[src/rtl/axis_pack_pkg.sv]
// Shared types and byte-enable helpers for AXI-Stream packing stages.
// Helpers take keeps zero-extended to MAX_N bytes so any beat width up to 64 bytes can reuse them.
// No state, no latency, no flow control.
package axis_pack_pkg;

    typedef enum logic {
        ACCUM = 1'b0,
        FLUSH = 1'b1
    } state_e;

    localparam int MAX_N = 64;

    function automatic logic [7:0] keep_popcount(input logic [MAX_N-1:0] keep);
        logic [7:0] cnt;
        cnt = '0;
        for (int i = 0; i < MAX_N; i++) begin
            cnt = cnt + {7'b0, keep[i]};
        end
        return cnt;
    endfunction

    // A contiguous LSB-aligned keep is 2^k-1, so adding one clears every set bit.
    function automatic logic keep_is_contig(input logic [MAX_N-1:0] keep);
        return (keep & (keep + 1'b1)) == '0;
    endfunction

    function automatic logic [MAX_N-1:0] byte_mask(input logic [7:0] n);
        logic [MAX_N-1:0] m;
        for (int i = 0; i < MAX_N; i++) begin
            m[i] = (8'(i) < n);
        end
        return m;
    endfunction

endpackage

[src/rtl/axis_keep_count.sv]
// Counts enabled bytes in a tkeep and flags whether they form one LSB-aligned run.
// Purely combinational, zero latency.
// No flow control; the caller qualifies the result with its own handshake.
module axis_keep_count #(
    parameter int N  = 8,
    parameter int CW = $clog2(N + 1)
) (
    input  logic [N-1:0]  keep,
    output logic [CW-1:0] cnt,
    output logic          contig
);
    import axis_pack_pkg::*;

    logic [MAX_N-1:0] keep_ext;

    always_comb begin
        keep_ext         = '0;
        keep_ext[N-1:0]  = keep;
        cnt              = CW'(keep_popcount(keep_ext));
        contig           = keep_is_contig(keep_ext);
    end

endmodule

[src/rtl/axis_byte_packer.sv]
// Concatenates LSB-aligned byte runs into dense beats; only a packet's last beat may be partial.
// Output is registered: 1 cycle from an accepting edge; packets overflowing on tlast add one flush beat.
// s_axis_tready follows the single output slot and drops for the flush cycle.
module axis_byte_packer #(
    parameter int DATA_WIDTH = 64,
    parameter int USER_WIDTH = 64
) (
    input  logic                    aclk,
    input  logic                    aresetn,
    input  logic [DATA_WIDTH-1:0]   s_axis_tdata,
    input  logic [USER_WIDTH-1:0]   s_axis_tuser,
    input  logic                    s_axis_tvalid,
    output logic                    s_axis_tready,
    input  logic                    s_axis_tlast,
    input  logic [DATA_WIDTH/8-1:0] s_axis_tkeep,
    output logic [DATA_WIDTH-1:0]   m_axis_tdata,
    output logic [USER_WIDTH-1:0]   m_axis_tuser,
    output logic                    m_axis_tvalid,
    input  logic                    m_axis_tready,
    output logic                    m_axis_tlast,
    output logic [DATA_WIDTH/8-1:0] m_axis_tkeep,
    output logic                    keep_err
);
    import axis_pack_pkg::*;

    localparam int N  = DATA_WIDTH / 8;
    localparam int CW = $clog2(N + 1);
    localparam logic [CW:0] N_W = (CW + 1)'(N);

    state_e                  state_q, state_d;
    logic [DATA_WIDTH-1:0]   hold_q, hold_d;
    logic [CW-1:0]           hold_cnt_q, hold_cnt_d;
    logic [USER_WIDTH-1:0]   pkt_user_q, pkt_user_d;
    logic                    first_q, first_d;
    logic [DATA_WIDTH-1:0]   tdata_q, tdata_d;
    logic [USER_WIDTH-1:0]   tuser_q, tuser_d;
    logic [N-1:0]            tkeep_q, tkeep_d;
    logic                    tlast_q, tlast_d;
    logic                    tvalid_q, tvalid_d;
    logic                    keep_err_q, keep_err_d;

    logic [CW-1:0]           k;
    logic                    contig;
    logic                    slot_free;
    logic                    accept;
    logic [N-1:0]            kmask;
    logic [DATA_WIDTH-1:0]   data_m;
    logic [2*DATA_WIDTH-1:0] comb;
    logic [CW:0]             total;
    logic [CW:0]             diff;
    logic [USER_WIDTH-1:0]   user_cur;

    axis_keep_count #(.N(N), .CW(CW)) u_keep_count (
        .keep   (s_axis_tkeep),
        .cnt    (k),
        .contig (contig)
    );

    assign slot_free     = !tvalid_q || m_axis_tready;
    assign s_axis_tready = (state_q == ACCUM) && slot_free;
    assign accept        = s_axis_tvalid && s_axis_tready;

    always_comb begin
        // Bytes are taken by count, not by keep bit, so a malformed keep still yields k bytes.
        kmask = N'(byte_mask(8'(k)));
        for (int b = 0; b < N; b++) begin
            data_m[b*8 +: 8] = kmask[b] ? s_axis_tdata[b*8 +: 8] : 8'h00;
        end
        comb     = {{DATA_WIDTH{1'b0}}, hold_q} | ({{DATA_WIDTH{1'b0}}, data_m} << {hold_cnt_q, 3'b000});
        total    = {1'b0, hold_cnt_q} + {1'b0, k};
        diff     = total - N_W;
        user_cur = first_q ? s_axis_tuser : pkt_user_q;

        state_d    = state_q;
        hold_d     = hold_q;
        hold_cnt_d = hold_cnt_q;
        pkt_user_d = pkt_user_q;
        first_d    = first_q;
        tdata_d    = tdata_q;
        tuser_d    = tuser_q;
        tkeep_d    = tkeep_q;
        tlast_d    = tlast_q;
        tvalid_d   = tvalid_q && !m_axis_tready;
        keep_err_d = keep_err_q;

        case (state_q)
            ACCUM: begin
                if (accept) begin
                    if (!contig) keep_err_d = 1'b1;
                    if (first_q) pkt_user_d = s_axis_tuser;
                    first_d = s_axis_tlast;
                    if (!s_axis_tlast && (total < N_W)) begin
                        hold_d     = comb[DATA_WIDTH-1:0];
                        hold_cnt_d = CW'(total);
                    end else begin
                        tvalid_d = 1'b1;
                        tdata_d  = comb[DATA_WIDTH-1:0];
                        tuser_d  = user_cur;
                        if (s_axis_tlast && (total <= N_W)) begin
                            tkeep_d    = N'(byte_mask(8'(total)));
                            tlast_d    = 1'b1;
                            hold_d     = '0;
                            hold_cnt_d = '0;
                        end else begin
                            tkeep_d    = '1;
                            tlast_d    = 1'b0;
                            hold_d     = comb[2*DATA_WIDTH-1:DATA_WIDTH];
                            hold_cnt_d = CW'(diff);
                            if (s_axis_tlast) state_d = FLUSH;
                        end
                    end
                end
            end
            FLUSH: begin
                if (slot_free) begin
                    tvalid_d   = 1'b1;
                    tdata_d    = hold_q;
                    tuser_d    = pkt_user_q;
                    tkeep_d    = N'(byte_mask(8'(hold_cnt_q)));
                    tlast_d    = 1'b1;
                    hold_d     = '0;
                    hold_cnt_d = '0;
                    state_d    = ACCUM;
                end
            end
            default: state_d = ACCUM;
        endcase
    end

    always_ff @(posedge aclk or negedge aresetn) begin
        if (!aresetn) begin
            state_q    <= ACCUM;
            hold_q     <= '0;
            hold_cnt_q <= '0;
            pkt_user_q <= '0;
            first_q    <= 1'b1;
            tdata_q    <= '0;
            tuser_q    <= '0;
            tkeep_q    <= '0;
            tlast_q    <= 1'b0;
            tvalid_q   <= 1'b0;
            keep_err_q <= 1'b0;
        end else begin
            state_q    <= state_d;
            hold_q     <= hold_d;
            hold_cnt_q <= hold_cnt_d;
            pkt_user_q <= pkt_user_d;
            first_q    <= first_d;
            tdata_q    <= tdata_d;
            tuser_q    <= tuser_d;
            tkeep_q    <= tkeep_d;
            tlast_q    <= tlast_d;
            tvalid_q   <= tvalid_d;
            keep_err_q <= keep_err_d;
        end
    end

    assign m_axis_tdata  = tdata_q;
    assign m_axis_tuser  = tuser_q;
    assign m_axis_tkeep  = tkeep_q;
    assign m_axis_tlast  = tlast_q;
    assign m_axis_tvalid = tvalid_q;
    assign keep_err      = keep_err_q;

endmodule

[config.mk]
export PLATFORM = sky130hd
export DESIGN_NAME = axis_byte_packer
export DESIGN_NICKNAME = d
export VERILOG_FILES = /design/src/rtl/axis_pack_pkg.sv /design/src/rtl/axis_keep_count.sv /design/src/rtl/axis_byte_packer.sv
export SDC_FILE = /design/constraint.sdc
export NUM_CORES = 1
export LEC_CHECK = 0
export ABC_AREA = 1
export BUFFER_PORTS_ARGS = -buffer_cell sky130_fd_sc_hd__buf_2
export CAP_MARGIN = 15
export CORE_MARGIN = 2
export CORE_UTILIZATION = 30
export CTS_BUF_LIST = sky130_fd_sc_hd__clkbuf_4 sky130_fd_sc_hd__clkbuf_8
export CTS_CLUSTER_SIZE = 24
export DETAILED_ROUTE_END_ITERATION = 7
export SLEW_MARGIN = 20
export SYNTH_ARGS = -nofsm -noshare
export SYNTH_HDL_FRONTEND = slang
export SYNTH_HIERARCHICAL = 1
export SYNTH_SLANG_ARGS = --single-unit
[constraint.sdc]
create_clock -name aclk -period 8.43 [get_ports aclk]
set_input_delay 1.686 -clock aclk [delete_from_list [all_inputs] [get_ports aclk]]
set_output_delay 1.686 -clock aclk [all_outputs]
set_load 0.03 [all_outputs]
After elaboration in Yosys (flattened, before gate mapping):

Cells that the tools add are included.

* register bits after elaboration: 273
* bits of input ports: 141
* output and inout port bits: 140
* logic and storage cells: 116

* add/sub/neg operators: 10
* $lt $le $gt $ge: 26
* eq/ne operators: 3
* shift-type cells: 1
* mux-type cells: 47
* bitwise operators: 4
* reductions and logical operators: 14

Operators by type and width (number)
* $mux W64: 11
* $pmux W64 S2: 3
* $or A64 B128 Y128: 1
* $shl A64 B7 Y128: 1
* $mux W8: 12
* $and A8 B64 Y64: 1
* $logic_not A64 Y1: 1
* $lt A3 B4 Y1 const A: 8
* $add A4 B1 Y4: 6
* $lt A3 B5 Y1 const A: 4
* $lt A1 B4 Y1 const A: 4
* $lt A2 B4 Y1 const A: 4
* $mux W4: 4
* $pmux W8 S2: 1
* $mux W1: 12
* $lt A1 B5 Y1 const A: 2
* $lt A2 B5 Y1 const A: 2
* $add A8 B1 Y9 const B: 1
* $pmux W4 S2: 1
* $pmux W1 S2: 3
* $reduce_and A3 Y1: 2
* $add A4 B4 Y5: 1
* $le A5 B4 Y1 const B: 1
* $logic_and A1 B1 Y1: 5
* 9 further kinds: 14

Depth between registers and ports, before layout:

Gate-level depths: netlist of the first run.

* word-level depth: 15
* depth in mapped cells: 23
* gate-level depth less buffers: 21

Cells and area by module:

The synthesis of the first run kept the hierarchy.

By module, submodules not included
* axis_byte_packer: times used 1, cells an instance 2670, area an instance 17660.7 sq um, sequential area each 6832.8 sq um
* axis_keep_count: times used 1, cells an instance 42, area an instance 279.0 sq um, sequential area each 0.0 sq um

Worst setup path before layout of the first run:

No wires, ideal clock.

* kind: input-to-reg
* from: input s_axis_tkeep[0]
* to: register hold_q[40]
* library setup time: 0.117 ns
* arrival time: 5.725 ns
* required time: 8.313 ns
* slack: 2.588 ns
* cell stages on the path: 22
* path through: inv_1 -> fa_1 -> fa_1 -> fa_1 -> inv_1 -> ha_1 -> inv_1 -> fa_1 -> inv_1 -> inv_1 -> fa_1 -> inv_1 -> a21oi_2 -> nand3_1 -> o21ai_2 -> buf_6 -> buf_4 -> nor2_1 -> a21oi_1 -> nand2_1 -> nand2_1 -> nand2_1

* longest elaborated chain between the ends: 15
* elaborated cells on any way between the ends: 34
* classes of those cells: add/sub (8); order compare (10); shift (1); mux (12); bitwise (1); reduce/logical (2)

Ends and longest elaborated chain
* start, declared: line axis_byte_packer.sv:15 `input logic [DATA_WIDTH/8-1:0] s_axis_tkeep,`
* $add A1 B1 Y2 *: line axis_pack_pkg.sv:17 `cnt = cnt + {7'b0, keep[i]};`
* $add A4 B1 Y4 * (6 in series): line axis_pack_pkg.sv:17
* via k[1]: line axis_byte_packer.sv:42 `logic [CW-1:0] k;`
* $lt A1 B4 Y1, or another cell as far along: line axis_pack_pkg.sv:30 `m[i] = (8'(i) < n);`
* $mux W8: line axis_byte_packer.sv:67 `data_m[b*8 +: 8] = kmask[b] ? s_axis_tdata[b*8 +: 8] : 8'h00;`
* $shl A64 B7 Y128: line axis_byte_packer.sv:69 `comb = {{DATA_WIDTH{1'b0}}, hold_q} | ({{DATA_WIDTH{1'b0}}, data_m} << {hold_cnt_q, 3'b000});`
* $or A64 B128 Y128: line axis_byte_packer.sv:69
* $mux W64: line axis_byte_packer.sv:99 `if (s_axis_tlast && (total <= N_W)) begin`
* $mux W64 *: line axis_byte_packer.sv:92 `if (!s_axis_tlast && (total < N_W)) begin`
* $mux W64 *: line axis_byte_packer.sv:88 `if (accept) begin`
* $pmux W64 S2 *: line axis_byte_packer.sv:86 `case (state_q)`
* end signal, assigned: line axis_byte_packer.sv:145 `hold_q <= hold_d;`
* end, declared: line axis_byte_packer.sv:31 `logic [DATA_WIDTH-1:0] hold_q, hold_d;`

Mark *: on every way through the listed nets, which the timed path passes. The rest lies on a longest branch. The select of a mux whose other input is x is not followed.
A chain may end at the register's enable or synchronous reset.

Final worst setup path of the first run:

* from: input s_axis_tkeep[0]
* to: register hold_q[54]

The elaborated chain is that of the path after synthesis.

==> impl_results.md, run 1 <==
* Startpoint of the lowest-slack register-to-register path: hold_cnt_q[0]
* Fraction of the mapped netlist area in compound gates at between 10 and 15%
* Net switching fraction of the power at 54.8%
* Highest fanout seen on the critical path at 14
* Biggest area consumer among synthesized cells: sky130_fd_sc_hd__dfrtp_1
* Worst-case vdd ir drop at 0.000256 V
* Yosys Warn Count at 6
* WS Path Type: input pin to flop
* Reported net switching power at 5.02 mW
* Final Routed Wirelength at 71500 um
* Clock group share of total power at between 10% and 20%
* Crit share post-route at 74.8%
* # nets final at 3032
* Fraction of synthesized cell area taken by the top area cell type at 37.9%
* Result of the run: finished clean
* Leakage power summed over all cells at around 11 nW
* Worst setup timing slack at the placement stage at ~1.5 ns
* TritonCTS clock tree: yes
* Kind of capture point of the worst setup path: flop
* Power density cells at between 400 and 500 mW/mm2
* Pin count of the biggest net entering global routing at 214
* Transition time at the pin with the least slew margin at 1.10 ns
* Synthesized-area fraction occupied by xor and xnor cells at 0.0488%
* Buffers on Ports at 280
* Endpoint of the worst-slack reg-to-reg timing path: hold_q[54]
* I/O pin total at 281
* Fraction of the mapped netlist area in simple logic gates at 38.5%
* Main combinational cell family by area after synthesis: simple AND/OR/NAND/NOR gates
* Combinational Power Share at 59.2%
* Required @ worst endpoint at ~9.0 ns
* Timing startpoint of the critical path: s_axis_tkeep[0]
* Netlist area before placement at approximately 0.018 mm2
* DRT iter0 DRCs at 2030
* Cell internal pwr at ~4.1 mW
* Starting density of the core at 30.4%
* Cell count after synthesis at between 2000 and 3000
* Layout overhead on the synthesized area at 15.8%
* Number of iterations in the first detailed-routing pass at 6
* Total number of H-tree levels at 2
* Resized Gates After CTS at 0
* Rows at 89
* TritonCTS Sinks at 273
* Number of cells on the worst reg-to-reg path at 15
* Number of setup violations in the final report at 0
* CP arrival at 6.85 ns
* Final setup TNS at 0 ns
* Average wire length per cell after detail routing at about 19 um
* Flops & latches, synth at 273
* Unrepaired setup endpoints after global routing: no
* CP Capture Point: hold_q[54]
* Worst-skew pair later-pin latency at 0.66 ns
* Wire length of the first global-routing pass at 110000 um
* Via count of the first global-routing pass at approximately 18000
* Top achievable clock speed at 159 MHz
* Total nets after synthesis at approximately 2900
* Final-report max-slew violation count at 0
* Maximum capacitance violations at 0
* Worst reg-to-reg setup slack at between 4 and 5 ns
* Clock input transition at the sequential cells of the worst setup and hold paths at approximately 0.060 ns
* Power share of the sequential group at 25.4%
* Final critical-path required period at between 6 and 7 ns
* Sort of element at the start of the critical path: input pin
* Fillers at 6457
* Headroom to the max-slew limit at 26.5%
* Adder and majority gate portion of the synthesized area at 1.19%
* Estimated wirelength of the detail-placed design at 49600 um
* Number of hold violations in the final report at 0
* Number of antenna violations at the first check in global routing at 10
* Class of the tightest hold or removal check: flop to flop
* Number of DRC violations after detailed routing at 0
* Floorplan core area at 0.0590 mm2
* DIE AREA at 0.0618 mm2
* Number of buffers added to fix hold violations after cts at 0
* Fraction of layout cells with a size suffix above 1 at between 15 and 20%
* Via count at 19000
* Global-route congestion overflow total at 0
* Horizontal extent of the die at roughly 250 um
* CTS root buf: sky130_fd_sc_hd__clkbuf_8
* Die span in y at between 200 and 250 um
* Crit path setup slack, layout at 2.12 ns
* Portion of the post-synthesis area used by sequential elements at a little under two fifths
* Ratio of routed vias to standard cells at between 5 and 6
* Gr usage total at 22.6%
* Number of buffers inserted by post-CTS setup repair at 0
* Area contributors post-synth: sky130_fd_sc_hd__dfrtp_1, sky130_fd_sc_hd__nand2_1, sky130_fd_sc_hd__nand3_1
* ANT nets after route at 0
* Share of cell area taken by muxes after synthesis at 0%
* Largest clock skew in the final design at 0.0638 ns
* Total CTS buffers at 51
* Unique masters post-synth at 37
* Synth Area per Inst at approximately 6.6 um2
* Maximum root-to-sink buffer count at 3
* Final RePlAce weighted congestion at between 0.9 and 1
-- through the flow --
stage	utilization (%)	hold slack, ns	area, um2	instances	power [mW]
6_report	35.2	0.472	20800	3696	9.17
5_1_grt	35.2	0.493	20800	3692	9.94
4_1_cts	35.2	0.478	20800	3691	9.18
3_5_place_dp	33.3	0.460	19600	3597	7.72
3_3_place_gp	33.3	0.455	19600	3597	7.71
2_1_floorplan	-	0.449	17900	2712	6.09
-- layout by cell type, fill, tap and decap left out, types with 10 or more instances in the layout --
master,count
sky130_fd_sc_hd__buf_4,22
sky130_fd_sc_hd__dfrtp_1,267
sky130_fd_sc_hd__o31ai_1,54
sky130_fd_sc_hd__nand2_1,971
sky130_fd_sc_hd__a21oi_1,39
sky130_fd_sc_hd__nand3_1,408
sky130_fd_sc_hd__o21ai_0,223
sky130_fd_sc_hd__nand4_1,26
sky130_fd_sc_hd__inv_1,159
sky130_fd_sc_hd__buf_2,279
sky130_fd_sc_hd__clkbuf_4,12
sky130_fd_sc_hd__o211ai_1,32
sky130_fd_sc_hd__o31ai_2,10
sky130_fd_sc_hd__clkinv_2,12
sky130_fd_sc_hd__nand3_2,11
sky130_fd_sc_hd__clkbuf_8,67
sky130_fd_sc_hd__nor2_1,218
sky130_fd_sc_hd__o21ai_1,31
-- per-layer routing --
layer	vias up	GRT usage (%)	part of all wire, %
li1	9209	-	-
met2	812	33.9	43
met3	138	6.68	10
met4	8	9.00	4.1
met1	8805	30.5	43
met5	-	0	0.056
-- area by class of cell --
class | instances | area, um2 | area share, %
clock inverter | 15 | 118 | 0.566
sequential | 273 | 6850 | 33.0
inverter | 172 | 654 | 3.15
clock buffer | 79 | 1010 | 4.87
timing repair buffer | 304 | 1620 | 7.78
tap | 773 | 967 | 4.66
multi-input combinational | 2075 | 9540 | 45.9
antenna | 5 | 12.5 | 0.0602
-- power by group through the flow --
stage / Sequential [mW] / Clock (mW) / Combinational [mW]
2_1_floorplan: 2.76 / 0 / 3.33
3_3_place_gp: 2.34 / 0 / 5.37
3_5_place_dp: 2.34 / 0 / 5.38
4_1_cts: 2.33 / 1.46 / 5.39
5_1_grt: 2.41 / 1.52 / 6.01
6_report: 2.33 / 1.42 / 5.43
-- registers in the layout (all words and copies together), names as in the netlist --
name / cells
first_q: 1
hold_cnt_q: 4
hold_q: 64
keep_err: 1
m_axis_tdata: 64
m_axis_tkeep: 8
m_axis_tlast: 1
m_axis_tuser: 64
m_axis_tvalid: 1
pkt_user_q: 64
state_q: 1
-- logic make-up (layout without fill, tap and decap cells) --
family          count (synthesis)  count (layout)
other cells                     0               5
fa+ha+maj                      14              14
buf+inv                       364             570
flops                         273             273
compound gates                409             409
simple gates                 1651            1651
xor+xnor                        1               1
-- worst min-delay path by stage --
stage          depth (start not counted)  slack (ns)        startpoint               end
5_1_grt                                1        0.49          keep_err          keep_err
3_3_place_gp                           1        0.46          keep_err          keep_err
2_1_floorplan                          2        0.45         hold_q[0]         hold_q[0]
3_5_place_dp                           2        0.46   m_axis_tdata[6]   m_axis_tdata[6]
6_report                               2        0.47  m_axis_tdata[12]  m_axis_tdata[12]
4_1_cts                                2        0.48  m_axis_tuser[59]  m_axis_tuser[59]
-- synthesized netlist by cell type --
master	n
sky130_fd_sc_hd__dfrtp_1	272
sky130_fd_sc_hd__o21ai_0	223
sky130_fd_sc_hd__buf_1	34
sky130_fd_sc_hd__nand2_2	4
sky130_fd_sc_hd__nor2_2	3
sky130_fd_sc_hd__nand3_2	12
sky130_fd_sc_hd__nand2_1	971
sky130_fd_sc_hd__o211ai_1	32
sky130_fd_sc_hd__nand3_1	408
sky130_fd_sc_hd__o21ai_1	31
sky130_fd_sc_hd__nor3_1	3
sky130_fd_sc_hd__a21oi_1	39
sky130_fd_sc_hd__a21oi_2	2
sky130_fd_sc_hd__buf_8	1
sky130_fd_sc_hd__inv_2	10
sky130_fd_sc_hd__dfstp_2	1
sky130_fd_sc_hd__inv_4	1
sky130_fd_sc_hd__clkbuf_1	76
sky130_fd_sc_hd__nand4_1	26
sky130_fd_sc_hd__buf_6	8
sky130_fd_sc_hd__xnor2_1	1
sky130_fd_sc_hd__nand2_4	3
sky130_fd_sc_hd__o21a_1	1
sky130_fd_sc_hd__nor2_4	2
sky130_fd_sc_hd__o21bai_1	1
sky130_fd_sc_hd__a22oi_1	8
sky130_fd_sc_hd__ha_1	9
sky130_fd_sc_hd__o31ai_1	54
sky130_fd_sc_hd__nor2_1	219
sky130_fd_sc_hd__o21ai_2	5
sky130_fd_sc_hd__buf_2	53
sky130_fd_sc_hd__buf_4	19
sky130_fd_sc_hd__inv_1	161
sky130_fd_sc_hd__o31ai_2	10
sky130_fd_sc_hd__fa_1	5
sky130_fd_sc_hd__o32ai_1	3
sky130_fd_sc_hd__clkbuf_2	1
-- worst max-delay path, stage by stage --
cell	delay (ns)
sky130_fd_sc_hd__buf_2	0.10
sky130_fd_sc_hd__inv_1	0.07
sky130_fd_sc_hd__fa_1	0.55
sky130_fd_sc_hd__fa_1	0.42
sky130_fd_sc_hd__fa_1	0.43
sky130_fd_sc_hd__inv_1	0.06
sky130_fd_sc_hd__ha_1	0.15
sky130_fd_sc_hd__inv_1	0.06
sky130_fd_sc_hd__fa_1	0.43
sky130_fd_sc_hd__xnor2_1	0.48
sky130_fd_sc_hd__ha_1	0.39
sky130_fd_sc_hd__a21oi_1	0.20
sky130_fd_sc_hd__nand3_1	0.13
sky130_fd_sc_hd__nand3_2	0.17
sky130_fd_sc_hd__o21ai_2	0.11
sky130_fd_sc_hd__buf_4	0.21
sky130_fd_sc_hd__nor2_2	0.62
sky130_fd_sc_hd__buf_4	0.28
sky130_fd_sc_hd__a21oi_1	0.08
sky130_fd_sc_hd__nand2_1	0.07
sky130_fd_sc_hd__nand2_1	0.04
sky130_fd_sc_hd__nand2_1	0.08
No activity file was read; power rests on OpenSTA's default activity.
==> inputs of run 2 (changes only) <==
- clock period: 8.43 -> 6.2 ns (I/O delays scaled with it)
==> impl_results.md, run 2 (synthesis results as in run 1) <==
* Result of the run: finished clean
* Final critical-path required period at 5.37 ns
* Class of the tightest hold or removal check: flop to flop
* Worst Hold End: m_axis_tuser[10]
* Number of DRC violations after detailed routing at 0
* CP arrival at 5.92 ns
* TritonCTS Sinks at 273
* Kind of capture point of the worst setup path: flop
* Slowest-stage cell, CP: sky130_fd_sc_hd__fa_1
* Starting density of the core at about 30%
* Cell internal pwr at 5.68 mW
* Startpoint of the lowest-slack register-to-register path: hold_cnt_q[1]
* Required @ worst endpoint at 6.74 ns
* Global-route congestion overflow total at 0
* Number of buffers inserted by post-CTS setup repair at 0
* Resized Gates After CTS at 0
* Maximum capacitance violations at 0
* Horizontal extent of the die at 249 um
* Clock input transition at the sequential cells of the worst setup and hold paths at 0.08 ns
* # nets final at 3040
* Final core area utilization at 35.3%
* Final setup TNS at 0 ns
* WS Path Type: input pin to flop
* I/O pin total at 281
* Ratio of routed vias to standard cells at 5.23
* Endpoint of the worst-slack reg-to-reg timing path: hold_q[34]
* Max stage delay on crit path at 0.57 ns
* Number of iterations in the first detailed-routing pass at 6
* Total CTS buffers at 50
* Net switching fraction of the power at 54.8%
* Unrepaired setup endpoints after global routing: no
* Number of hold violations in the final report at 0
* DRT iter0 DRCs at 2149
* Worst reg-to-reg setup slack at 2.42 ns
* Sort of element at the start of the critical path: input pin
* Number of antenna violations at the first check in global routing at 9
* Worst-skew pair later-pin latency at 0.67 ns
* Crit path buf inv count at 8
* Number of cells on the worst reg-to-reg path at 12
* Power density cells at 603 mW/mm2
* Number of setup violations in the final report at 0
* Most frequent standard cell in the layout excluding fill and tap cells: sky130_fd_sc_hd__nand2_1
* Pin count of the biggest net entering global routing at 157
* Estimated wirelength of the detail-placed design at 49600 um
* Top achievable clock speed at 186 MHz
* Leakage power summed over all cells at 10.8 nW
* Category of cells accounting for the largest share of critical-path delay: adder cells
* Power share of the sequential group at 25.7%
* DIE AREA at 0.0618 mm2
* Gr usage total at 22.9%
* Via count at a little under 20000
* Reported net switching power at between 6 and 7 mW
* Final Non-Filler Cells at 3701
* Hold path startpoint: m_axis_tuser[10]
* Min-Delay Path Depth at 2
* Headroom to the max-slew limit at 22.6%
* Wire length of the first global-routing pass at 111000 um
* Largest clock skew in the final design at 0.0713 ns
* Worst-case vdd ir drop at between 0.0003 and 0.0004 V
* TritonCTS clock tree: yes
* Clock group share of total power at 15.1%
* Number of buffers added to fix hold violations after cts at 0
* Combinational Power Share at 59.2%
* Average wire length per cell after detail routing at a little under 20 um
* Fraction of layout cells with a size suffix above 1 at 15.9%
* Cell repeated most along the worst path: sky130_fd_sc_hd__inv_1
* Power consumption at between 10 and 15 mW
* Final Routed Wirelength at 72000 um
* Total instance count after detailed placement at 3606
* Highest fanout seen on the critical path at 17
* Transition time at the pin with the least slew margin at 1.16 ns
* ANT nets after route at 0
* Rows at about 90
* Crit share post-route at roughly 87%
* Cell Chain, Critical Path: buf_2 > inv_1 > fa_1 > fa_1 > fa_1 > inv_1 > ha_1 > inv_1 > fa_1 > inv_1 > inv_1 > fa_1 > inv_1 > a21oi_2 > nand3_1 > o21ai_2 > buf_4 > nor2_1 > a21oi_1 > nand2_1 > nand2_1 > nand2_1
* Final-report max-slew violation count at 0
* Layout overhead on the synthesized area at 16.3%
* Maximum root-to-sink buffer count at 3
* Buffers on Ports at 280
* Highest-count cells in the layout ignoring fill and taps: sky130_fd_sc_hd__nand2_1, sky130_fd_sc_hd__nand3_1, sky130_fd_sc_hd__buf_2, sky130_fd_sc_hd__dfrtp_1, sky130_fd_sc_hd__o21ai_0
* Via count of the first global-routing pass at 18000
* CTS root buf: sky130_fd_sc_hd__clkbuf_8
* Total number of H-tree levels at 2
* Die span in y at between 200 and 250 um
* Final RePlAce weighted congestion at 0.975
* Floorplan core area at a little under 0.06 mm2
-- run 2: metal layers --
| metal | global-route usage [%] | share of wire (%) | vias to the layer above |
|---|---|---|---|
| met5 | 0 | 0.11 | - |
| met4 | 9.99 | 4.6 | 12 |
| met3 | 7.52 | 11 | 176 |
| met2 | 34.0 | 43 | 902 |
| met1 | 30.3 | 42 | 9046 |
| li1 | - | - | 9236 |
-- run 2: worst max path at each step --
stage                          startpoint          to  slack, ns  cells after the start
after floorplan           s_axis_tkeep[0]  hold_q[40]       0.80                     22
after global placement    s_axis_tkeep[0]  hold_q[34]       0.32                     22
after detailed placement  s_axis_tkeep[0]  hold_q[34]       0.24                     22
after CTS                 s_axis_tkeep[0]  hold_q[34]       0.94                     22
after global routing      s_axis_tkeep[0]  hold_q[34]       0.58                     22
final                     s_axis_tkeep[0]  hold_q[34]       0.83                     22
-- run 2: worst reg2reg max path, cell delays in order (launching register included) --
cell	delay (ns)
sky130_fd_sc_hd__dfrtp_2	0.87
sky130_fd_sc_hd__inv_2	0.43
sky130_fd_sc_hd__fa_1	0.70
sky130_fd_sc_hd__inv_1	0.10
sky130_fd_sc_hd__a21oi_2	0.15
sky130_fd_sc_hd__nand3_1	0.16
sky130_fd_sc_hd__o21ai_2	0.31
sky130_fd_sc_hd__buf_4	0.34
sky130_fd_sc_hd__nor2_1	0.08
sky130_fd_sc_hd__a21oi_1	0.30
sky130_fd_sc_hd__nand2_1	0.09
sky130_fd_sc_hd__nand2_1	0.07
sky130_fd_sc_hd__nand2_1	0.06
-- run 2: metrics by stage --
step,hold WS (ns),area (um2),setup WS [ns]
2_1_floorplan,0.449,17900,0.804
3_3_place_gp,0.461,19700,0.316
3_5_place_dp,0.462,19700,0.240
4_1_cts,0.479,20900,0.936
5_1_grt,0.497,20900,0.577
6_report,0.474,20900,0.825
-- run 2: cell type report --
class | instances | area, um2
fillers | 6481 | 38200
repair buffers | 313 | 1730
inverters | 172 | 653
well taps | 773 | 967
clock inverters | 14 | 125
diodes | 3 | 7.51
multi-input cells | 2075 | 9550
flip-flops and latches | 273 | 6850
clock buffers | 78 | 980
-- run 2: power by group through the flow --
stage	Sequential, mW	Combinational, mW	Clock (mW)
6_report	3.23	7.45	1.90
5_1_grt	3.34	8.23	2.05
4_1_cts	3.23	7.38	1.96
3_5_place_dp	3.24	7.37	0
3_3_place_gp	3.25	7.32	0
2_1_floorplan	3.76	4.52	0
